## src/rtl/ff_strobe_pkg.sv

```systemverilog
// Shared types and constants for the 74S74 preset/clear strobe sequencer.
`timescale 1ns/1ps
package ff_strobe_pkg;

    typedef enum logic [1:0] {
        StIdle,
        StAssert,
        StSettle,
        StAckw
    } state_e;

    localparam logic [1:0] MODE_NONE = 2'b00;
    localparam logic [1:0] MODE_CLR  = 2'b01;
    localparam logic [1:0] MODE_SET  = 2'b10;
    localparam logic [1:0] MODE_BAD  = 2'b11;

    localparam int unsigned TIMER_W = 8;

endpackage

```

## src/rtl/ff_strobe_timer.sv

```systemverilog
// 8-bit loadable down-counter with zero flag; holds at zero instead of wrapping.
`timescale 1ns/1ps
module ff_strobe_timer
    import ff_strobe_pkg::*;
(
    input  logic               CLK,
    input  logic               RESET,
    input  logic               load,
    input  logic [TIMER_W-1:0] load_val,
    input  logic               dec,
    output logic               zero
);

    logic [TIMER_W-1:0] count_q;

    always_ff @(posedge CLK or posedge RESET) begin
        if (RESET) begin
            count_q <= '0;
        end else if (load) begin
            count_q <= load_val;
        end else if (dec && (count_q != '0)) begin
            count_q <= count_q - 1'b1;
        end
    end

    assign zero = (count_q == '0);

endmodule

```

## src/rtl/ff_strobe_seq.sv

```systemverilog
// Sequencer producing fixed-width, registered active-low preset/clear strobes
// for dual D flip-flop parts, with a four-phase REQ/ACK handshake.
`timescale 1ns/1ps
module ff_strobe_seq
    import ff_strobe_pkg::*;
#(
    parameter int unsigned NCH      = 2,
    parameter int unsigned PULSE_W  = 4,
    parameter int unsigned SETTLE_W = 2
) (
    input  logic             CLK,
    input  logic             RESET,
    input  logic             REQ,
    input  logic [2*NCH-1:0] MODE,
    output logic [NCH-1:0]   S_N,
    output logic [NCH-1:0]   R_N,
    output logic             BUSY,
    output logic             ACK,
    output logic             ERR
);

    localparam logic [TIMER_W-1:0] PULSE_LD  = TIMER_W'(PULSE_W - 1);
    localparam logic [TIMER_W-1:0] SETTLE_LD = (SETTLE_W == 0) ? '0 : TIMER_W'(SETTLE_W - 1);

    state_e             state_q;
    logic [2*NCH-1:0]   mode_q;
    logic [NCH-1:0]     set_req;
    logic [NCH-1:0]     clr_req;
    logic [NCH-1:0]     bad_q;
    logic               tmr_load;
    logic               tmr_dec;
    logic               tmr_zero;
    logic [TIMER_W-1:0] tmr_val;

    // Launch decode uses the live MODE so strobes fall on the accepting edge;
    // the error flags come from the latched copy.
    for (genvar i = 0; i < NCH; i++) begin : g_ch
        assign set_req[i] = (MODE[2*i +: 2] == MODE_SET);
        assign clr_req[i] = (MODE[2*i +: 2] == MODE_CLR);
        assign bad_q[i]   = (mode_q[2*i +: 2] == MODE_BAD);
    end

    ff_strobe_timer u_timer (
        .CLK      (CLK),
        .RESET    (RESET),
        .load     (tmr_load),
        .load_val (tmr_val),
        .dec      (tmr_dec),
        .zero     (tmr_zero)
    );

    always_comb begin
        tmr_load = 1'b0;
        tmr_dec  = 1'b0;
        tmr_val  = '0;
        case (state_q)
            StIdle: begin
                if (REQ) begin
                    tmr_load = 1'b1;
                    tmr_val  = PULSE_LD;
                end
            end
            StAssert: begin
                if (tmr_zero) begin
                    if (SETTLE_W != 0) begin
                        tmr_load = 1'b1;
                        tmr_val  = SETTLE_LD;
                    end
                end else begin
                    tmr_dec = 1'b1;
                end
            end
            StSettle: tmr_dec = 1'b1;
            default: ;
        endcase
    end

    always_ff @(posedge CLK or posedge RESET) begin
        if (RESET) begin
            state_q <= StIdle;
            mode_q  <= '0;
            S_N     <= '1;
            R_N     <= '1;
            BUSY    <= 1'b0;
            ACK     <= 1'b0;
            ERR     <= 1'b0;
        end else begin
            unique case (state_q)
                StIdle: begin
                    if (REQ) begin
                        state_q <= StAssert;
                        mode_q  <= MODE;
                        S_N     <= ~set_req;
                        R_N     <= ~clr_req;
                        BUSY    <= 1'b1;
                    end
                end
                StAssert: begin
                    if (tmr_zero) begin
                        S_N <= '1;
                        R_N <= '1;
                        if (SETTLE_W == 0) begin
                            state_q <= StAckw;
                            ACK     <= 1'b1;
                            ERR     <= |bad_q;
                        end else begin
                            state_q <= StSettle;
                        end
                    end
                end
                StSettle: begin
                    if (tmr_zero) begin
                        state_q <= StAckw;
                        ACK     <= 1'b1;
                        ERR     <= |bad_q;
                    end
                end
                StAckw: begin
                    if (!REQ) begin
                        state_q <= StIdle;
                        BUSY    <= 1'b0;
                        ACK     <= 1'b0;
                        ERR     <= 1'b0;
                    end
                end
                default: state_q <= StIdle;
            endcase
        end
    end

endmodule

```

## config.mk

```make
export PLATFORM = sky130hd
export DESIGN_NAME = ff_strobe_seq
export DESIGN_NICKNAME = d
export VERILOG_FILES = /design/src/rtl/ff_strobe_pkg.sv /design/src/rtl/ff_strobe_timer.sv /design/src/rtl/ff_strobe_seq.sv
export SDC_FILE = /design/constraint.sdc
export NUM_CORES = 1
export LEC_CHECK = 0
export BUFFER_PORTS_ARGS = -buffer_cell sky130_fd_sc_hd__buf_2
export CORE_MARGIN = 2
export CORE_UTILIZATION = 30
export CTS_CLUSTER_SIZE = 12
export DETAILED_ROUTE_END_ITERATION = 8
export SLEW_MARGIN = 20
export SYNTH_ARGS = -nofsm -noshare
export SYNTH_HDL_FRONTEND = slang
export SYNTH_HIERARCHICAL = 1
export SYNTH_SLANG_ARGS = --single-unit
```

## constraint.sdc

```tcl
create_clock -name CLK -period 3.4 [get_ports CLK]
set_clock_uncertainty 0.15 [all_clocks]
set_input_delay 0.68 -clock CLK [delete_from_list [all_inputs] [get_ports CLK]]
set_output_delay 0.68 -clock CLK [all_outputs]
set_load 0.01 [all_outputs]
```

; ---- Yosys cells after proc, flatten, opt, wreduce, memory -nomap -nowiden
; Cells that the tools add are included.
[word_totals]
register_bits = 21
inputBits = 7
elab_cells = 64
[op_classes]
n_addsub = 1
n_eq_ne = 13
n_mux = 26
n_bitwise = 2
reduce_logical = 14
[op_table]
columns = operator, count
row1 = 2-to-1 mux 8 bit, 2
row2 = 2-to-1 mux 2 bit, 7
row3 = "equality test 2 bit, second input constant", 6
row4 = one-hot mux 2 bit (2 select lines), 3
row5 = one-hot mux 1 bit (2 select lines), 5
row6 = AND reduction 3 bit, 3
row7 = logical NOT 8 bit, 1
row8 = 2-to-1 mux 1 bit, 8
row9 = "!= test 2 bit, second input constant", 4
row10 = one-hot mux 2 bit (4 select lines), 1
row11 = nonzero test 2 bit, 4
row12 = nonzero test 8 bit, 1
row13 = "subtractor 8 x 1 -> 8 bit, second input constant", 1
row14 = "equality test 2 x 1 -> 1 bit, second input constant", 3
row15 = inverter 2 bit, 2
row16 = AND reduction 4 bit, 1
row17 = logical NOT 2 bit, 1
row18 = AND reduction 2 bit, 1
row19 = OR reduction 2 bit, 1
row20 = logical AND 1 bit, 1

; ---- Longest topological paths before layout
; Gate-level depths: netlist of run 1.
[logic_depth]
word_depth = 6
ltp_mapped = 10
depth_no_buf = 10

; ---- Cells and area by module
; The synthesis of run 1 kept the hierarchy.
[modules_own_cells]
columns = module, n_inst, cells_per_inst, area_each_um2, seq_area_each_um2
row1 = ff_strobe_seq, 1, 74, 775.7, 330.3
row2 = ff_strobe_timer, 1, 53, 495.5, 200.2

; ---- Worst setup path before layout of run 1
; No wires, ideal clock.
[synth_path]
path_type = reg-to-reg
startpoint = reg u_timer.count_q[0]
endpoint = reg u_timer.count_q[5]
setup_ps = 136
arrival_ps = 2295
path_slack_ps = 819
stages_incl_launch_ff = 9
period_less_slack_ps = 2581
path_cell_list = dfrtp_1 -> inv_1 -> ha_1 -> or4b_4 -> nor2_1 -> nand2_1 -> a21oi_1 -> clkbuf_1 -> o21ai_0
[synth_between]
word_cells_on_any_way = 11
cone_classes = add/sub: 1 / mux: 6 / reduce/logical: 4
[synth_rtl]
columns = element, line_no
row1 = from (decl), ff_strobe_timer.sv:14  ; logic [TIMER_W-1:0] count_q;
row2 = from (signal assigned), ff_strobe_timer.sv:20  ; count_q <= load_val;
row3 = from (signal assigned), ff_strobe_timer.sv:22  ; count_q <= count_q - 1'b1;
row4 = logical NOT 8 bit (*), ff_strobe_timer.sv:26  ; assign zero = (count_q == '0);
row5 = named net tmr_zero, ff_strobe_seq.sv:32  ; logic tmr_zero;
row6 = 2-to-1 mux 1 bit (*), ff_strobe_seq.sv:64  ; if (tmr_zero) begin
row7 = one-hot mux 1 bit (2 select lines) (*), ff_strobe_seq.sv:56  ; case (state_q)
row8 = named net tmr_load, ff_strobe_seq.sv:30  ; logic tmr_load;
row9 = 2-to-1 mux 8 bit or nonzero test 2 bit (tied branches), --
; The timed path passes the listed nets; every way through them passes the cells marked *. The select of a mux whose other input is x is not followed.
; A chain may end at the register's enable or synchronous reset.

; ---- Worst setup path in the final report of run 1
[layout_path]
startpoint = reg u_timer.count_q[0]
endpoint = reg u_timer.count_q[7]
[layout_between]
elab_chain_len = 5
word_cells_on_any_way = 11
cone_classes = add/sub: 1 / mux: 6 / reduce/logical: 4
[layout_rtl]
columns = element, line_no
row1 = logical NOT 8 bit, ff_strobe_timer.sv:26
row2 = named net tmr_zero, ff_strobe_seq.sv:32
row3 = 2-to-1 mux 1 bit, ff_strobe_seq.sv:64
row4 = one-hot mux 1 bit (2 select lines), ff_strobe_seq.sv:56
row5 = named net tmr_dec, ff_strobe_seq.sv:31  ; logic tmr_dec;
row6 = logical AND 1 bit, ff_strobe_timer.sv:21  ; end else if (dec && (count_q != '0)) begin
row7 = nonzero test 2 bit (no line), --
; The timed path passes the listed nets, and every way through them passes these cells. The select of a mux whose other input is x is not followed.

==> impl_results.md, run 1 <==
* Largest cells by area after synthesis: dfrtp_1, ha_1, dfstp_2, mux2_2, nand2_1
* Ant diodes at 0
* GP Congestion at 0.808
* Final hold vios at 0
* Slew margin rel. at 57.9%
* Starting Density at 31.6%
* Max Cap Viol at 0
* Worst-Skew Late Latency at 0.26 ns
* Antenna violations before repair at 0
* Total Routing Usage GR at 11.1%
* Root Buffer: clkbuf_8
* Worst setup startpoint: u_timer/count_q[0]
* Grt total ovfl at 0
* Area grow syn2layout at 15.5%
* Post-synth ARST share at 100%
* Via-to-Cell Ratio at 4.82
* Pre-Repair DR Iteration Count at 4
* CORE AREA at 0.00403 mm^2
* Top cell type's share of synthesized area at 33.5%
* Hold Crit Class: in2async
* Yosys reg bits at 21
* FP Rows at 23
* H-tree level count at 1
* Ys flop type: dfrtp_1
* Chip Width at 69.1 um
* Clock buffer depth at 2
* Most frequent cells in the layout: dfrtp_1, nand2_1, buf_2
* EDFF count, synth at 0
* Commonest non-fill, non-tap cell in the layout: dfrtp_1
* Worst VDD drop at 0.243 mV
* Final Max Slew Viols at 0
* Period utilization at 78.7%
* Post-Synthesis Cell Area at 0.00127 mm^2
* Mean Syn Cell Area at 10.0 um^2
* Sequential element share of the synthesized area at 41.7%
* Synth warnings at 6
* Routed WL per cell at 12.2 um
* FMAX at 0.374 GHz
* Clk slew on worst S/H paths at 0.08 ns
* Layout Nets at 167
* # DRC at 0
* Critical path type: reg2reg
* Final number of setup-violating endpoints at 0
* CTS tree: done
* Setup crit end kind: flop
* Post-Synthesis Cells at 127
* Clock Sinks at 21
* Hold-fix buffers at CTS at 0
* Largest net degree at the start of global routing at 19
* RSZ-0062 raised after global routing: false
* Die H at 69.1 um
* Leakage at 0.000620 uW
* Minimum clock period at 2.68 ns
* Routed via count at 959
* Worst Path Max Fanout at 8
* CTS buffer count at 3
* Status: finished, final reports clean
* Post-DP HPWL at 1.94 mm
* Fraction of layout cells with a size suffix above 1 at 24.8%
* Die ar. at 0.00477 mm^2
* Placed insts at 195
* Setup TNS at 0 ns
* First-pass GRT wire length at 4.35 mm
* Port bufs at 13
* CP arrival at 2.67 ns
* Io pins at 14
* Final cell count without fillers at 199
* Drt total wl at 2.43 mm
* Cell taking the most area after synthesis: dfrtp_1
* Power density cells at 877 mW/mm^2
* R2r startpoint: u_timer/count_q[0]
* Violation count after the first detailed-route iteration at 46
* Post-CTS Setup Bufs at 0
* Crit path required time at 3.39 ns
* Resized cells post-CTS at 0
* Final ANT Viol Nets at 0
* Critical Path Start Type: flop
* Count of different cell masters after synthesis at 41
* Vias in the first global route at 993
* Reg2reg setup slack at 0.72 ns
* Worst-Margin Slew at 0.623 ns
==> cell usage after synthesis, types with 2 or more instances <==
cell / instances
o21ai_0: 8
nand2_1: 13
mux2_2: 9
nand3_1: 2
mux2i_1: 2
ha_1: 10
dfrtp_1: 17
nor3b_1: 2
or3b_1: 2
a21oi_1: 5
xnor2_1: 2
nor2_1: 9
nor2b_1: 4
nand2b_1: 3
inv_1: 7
xor2_1: 2
o21ai_1: 3
dfstp_2: 4
==> final cells by class <==
class                   instances  area, um^2
clock buffers                   3        41.3
clock inverters                 1        5.00
fillers                       408        2560
inverters                       7        26.3
multi-input cells             103         729
flip-flops and latches         21         531
well taps                      50        62.6
repair buffers                 14        72.6
==> kinds of logic after synthesis <==
group           share of synthesized area (%)
xor+xnor                                 2.76
mux                                      10.4
simple gates                             19.4
compound gates                           13.2
buf+inv                                  2.36
flops                                    41.7
fa+ha+maj                                9.84
other cells                             0.295
==> per-layer routing <==
metal  part of all wire [%]  global-route usage (%)  vias to the layer above
li1                       -                       -                      479
met1                     45                    12.5                      454
met2                     49                    19.6                       22
met3                    4.4                    3.65                        4
met4                    1.3                    3.70                        0
met5                      0                       0                        -
==> per-stage QoR <==
step / util (%) / hold WS, ns / worst slack [ns] / total power (uW) / area [um^2]
2_1_floorplan: - / 0.330 / 0.819 / 972 / 1290
3_3_place_gp: 35.3 / 0.343 / 0.824 / 1100 / 1420
3_5_place_dp: 35.3 / 0.352 / 0.750 / 1130 / 1420
4_1_cts: 36.4 / 0.228 / 0.732 / 1300 / 1470
5_1_grt: 36.4 / 0.251 / 0.528 / 1410 / 1470
6_report: 36.4 / 0.218 / 0.725 / 1290 / 1470
==> worst paths after layout <==
check                                     end  depth (start not counted)
max                        u_timer/count_q[7]                         10
min                        u_timer/count_q[3]                          2
max reg2reg                u_timer/count_q[7]                         10
min reg2reg                         mode_q[3]                          1
max in group asynchronous              R_N[1]                          2
min in group CLK                    mode_q[3]                          1
==> flip-flops by register name (all words and copies together) (netlist names) <==
register         cells
u_timer/count_q      8
mode_q               4
R_N                  2
S_N                  2
state_q              2
ACK                  1
BUSY                 1
ERR                  1
==> report_power, final <==
part | switching, uW | internal (uW)
logic | 336 | 311
registers | 98.5 | 379
clock network | 81.6 | 81.5
total | 516 | 772
==> worst max-delay path, cell delays in order (launching register included) <==
cell     delay, ns
dfrtp_1       0.39
inv_1         0.11
ha_1          0.17
or4b_4        0.49
nor2_1        0.43
nor2b_1       0.10
o21a_1        0.22
nor3b_1       0.17
nand4_1       0.12
xor2_1        0.15
o21ai_0       0.08
(Power assumes the default switching activity.)
==> run 2, diff against run 1 <==
==> constraint.sdc (replaced) <==
create_clock -name CLK -period 2.35 [get_ports CLK]
set_clock_uncertainty 0.15 [all_clocks]
set_input_delay 0.47 -clock CLK [delete_from_list [all_inputs] [get_ports CLK]]
set_output_delay 0.47 -clock CLK [all_outputs]
set_load 0.01 [all_outputs]
==> impl_results.md, run 2 (synthesis gave the netlist of run 1 again) <==
* # DRC at 0
* Clk slew on worst S/H paths at 0.08 ns
* Max FFs per register at 8
* Final ANT Viol Nets at 0
* Area grow syn2layout at 22.9%
* Crit path required time at 2.39 ns
* Ant diodes at 0
* FP Rows at 23
* Pre-Repair DR Iteration Count at 3
* H-tree level count at 1
* Commonest non-fill, non-tap cell in the layout: dfrtp_1
* Total Routing Usage GR at 11.2%
* Period utilization at 96.3%
* GP Congestion at 0.845
* Post-DP HPWL at 1.93 mm
* Leakage at 0.000654 uW
* Cell family with most CP delay: simple AND/OR/NAND/NOR gates
* CORE AREA at 0.00403 mm^2
* Final number of setup-violating endpoints at 0
* Worst stage delay on the critical path at 0.48 ns
* CTS tree: done
* First-pass GRT wire length at 4.37 mm
* Power density cells at 1310 mW/mm^2
* CTS buffer count at 3
* Worst-Margin Slew at 0.715 ns
* Slew margin rel. at 51.7%
* Failing checks: hold timing
* Routed via count at 980
* Violation count after the first detailed-route iteration at 37
* Die H at 69.1 um
* Final Max Slew Viols at 0
* Io pins at 14
* Critical Path Start Type: flop
* Fraction of layout cells with a size suffix above 1 at 33.5%
* CP arrival at 2.30 ns
* Routed WL per cell at 13.1 um
* Layout Nets at 173
* Grt total ovfl at 0
* Starting Density at 31.6%
* GR peak layer: met2
* Vias in the first global route at 956
* CP Cell Sequence: inv_2 > ha_4 > or4b_4 > nor2_4 > nor2b_1 > o21a_1 > o21ai_2 > mux2_1 > o21ai_1
* Minimum clock period at 2.26 ns
* Met3 GRT Util at 3.51%
* Port bufs at 13
* Worst Path Max Fanout at 3
* Setup crit end kind: flop
* Status: finished, violations left
* Slowest stage cell, crit path: or4b_4
* Layout fillers at 412
* Worst-Skew Late Latency at 0.26 ns
* Clock Sinks at 21
* Final hold vios at 1
* Hold Crit Class: in2async
* Power, Total at 2040 uW
* Antenna violations before repair at 0
* Reg with most FFs: u_timer/count_q
* Worst VDD drop at 0.471 mV
* Met2 Track Usage GR at 19.3%
* Worst path bufs/invs at 1
* Chip Width at 69.1 um
* Drt total wl at 2.69 mm
* Largest net degree at the start of global routing at 18
* Hold-fix buffers at CTS at 0
* Via-to-Cell Ratio at 4.78
* Most frequent cells in the layout: dfrtp_1, buf_2, nand2_1
* Die ar. at 0.00477 mm^2
* Root Buffer: clkbuf_8
* Grt met1 use at 13.2%
* Clock buffer depth at 2
* Critical path type: reg2reg
* FMAX at 0.442 GHz
* Max Cap Viol at 0
* Top flop regs: u_timer/count_q x8, mode_q x4
* WHS at -0.00375 ns
## run 2: what timing repair did
action,CTS,global route
endpoints found under the setup margin,1,12
pin swaps,0,5
gates cloned,0,0
setup buffers,1,3
gates resized for setup,1,11
## run 2: layout make-up
class | instances | area (um^2) | share of cell area, %
inverter | 7 | 26.3 | 1.68
tap | 50 | 62.6 | 4.00
clock buffer | 3 | 41.3 | 2.64
timing repair buffer | 20 | 118 | 7.53
clock inverter | 1 | 5.00 | 0.320
multi-input combinational | 103 | 779 | 49.9
sequential | 21 | 531 | 33.9
## run 2: power by group
group	internal [uW]	leakage, uW	switching [uW]
Combinational	539	0.000385	562
Clock	118	0.0000255	126
Sequential	548	0.000244	148
Total	1210	0.000654	835
## run 2: layer usage
layer,vias up,part of all wire (%)
met5,-,0
met4,0,1.4
met3,4,3.8
met2,17,51
met1,466,44
li1,493,-
## run 2: path summary, 6_finish.rpt
check	start	end	slack [ns]	cells past startpoint
worst max-delay path	u_timer/count_q[1]	u_timer/count_q[1]	0.09	9
worst min-delay path	RESET	u_timer/count_q[3]	-0.004	2
worst max register to register	u_timer/count_q[1]	u_timer/count_q[1]	0.09	9
worst min register to register	mode_q[0]	mode_q[0]	0.37	1
max in group asynchronous	RESET	S_N[1]	1.61	2
min in group CLK	MODE[0]	mode_q[0]	0.31	2
## run 2: through the flow
step | area, um^2 | setup slack [ns] | TNS, ns | utilization [%] | std cells
6_report | 1560 | 0.0858 | 0 | 38.8 | 205
3_3_place_gp | 1440 | 0.0784 | 0 | 35.8 | 197
5_1_grt | 1560 | -0.0111 | -0.0111 | 38.8 | 205
4_1_cts | 1500 | 0.0214 | 0 | 37.3 | 202
3_5_place_dp | 1440 | 0.000184 | 0 | 35.8 | 197
2_1_floorplan | 1300 | 0.0293 | 0 | - | 132
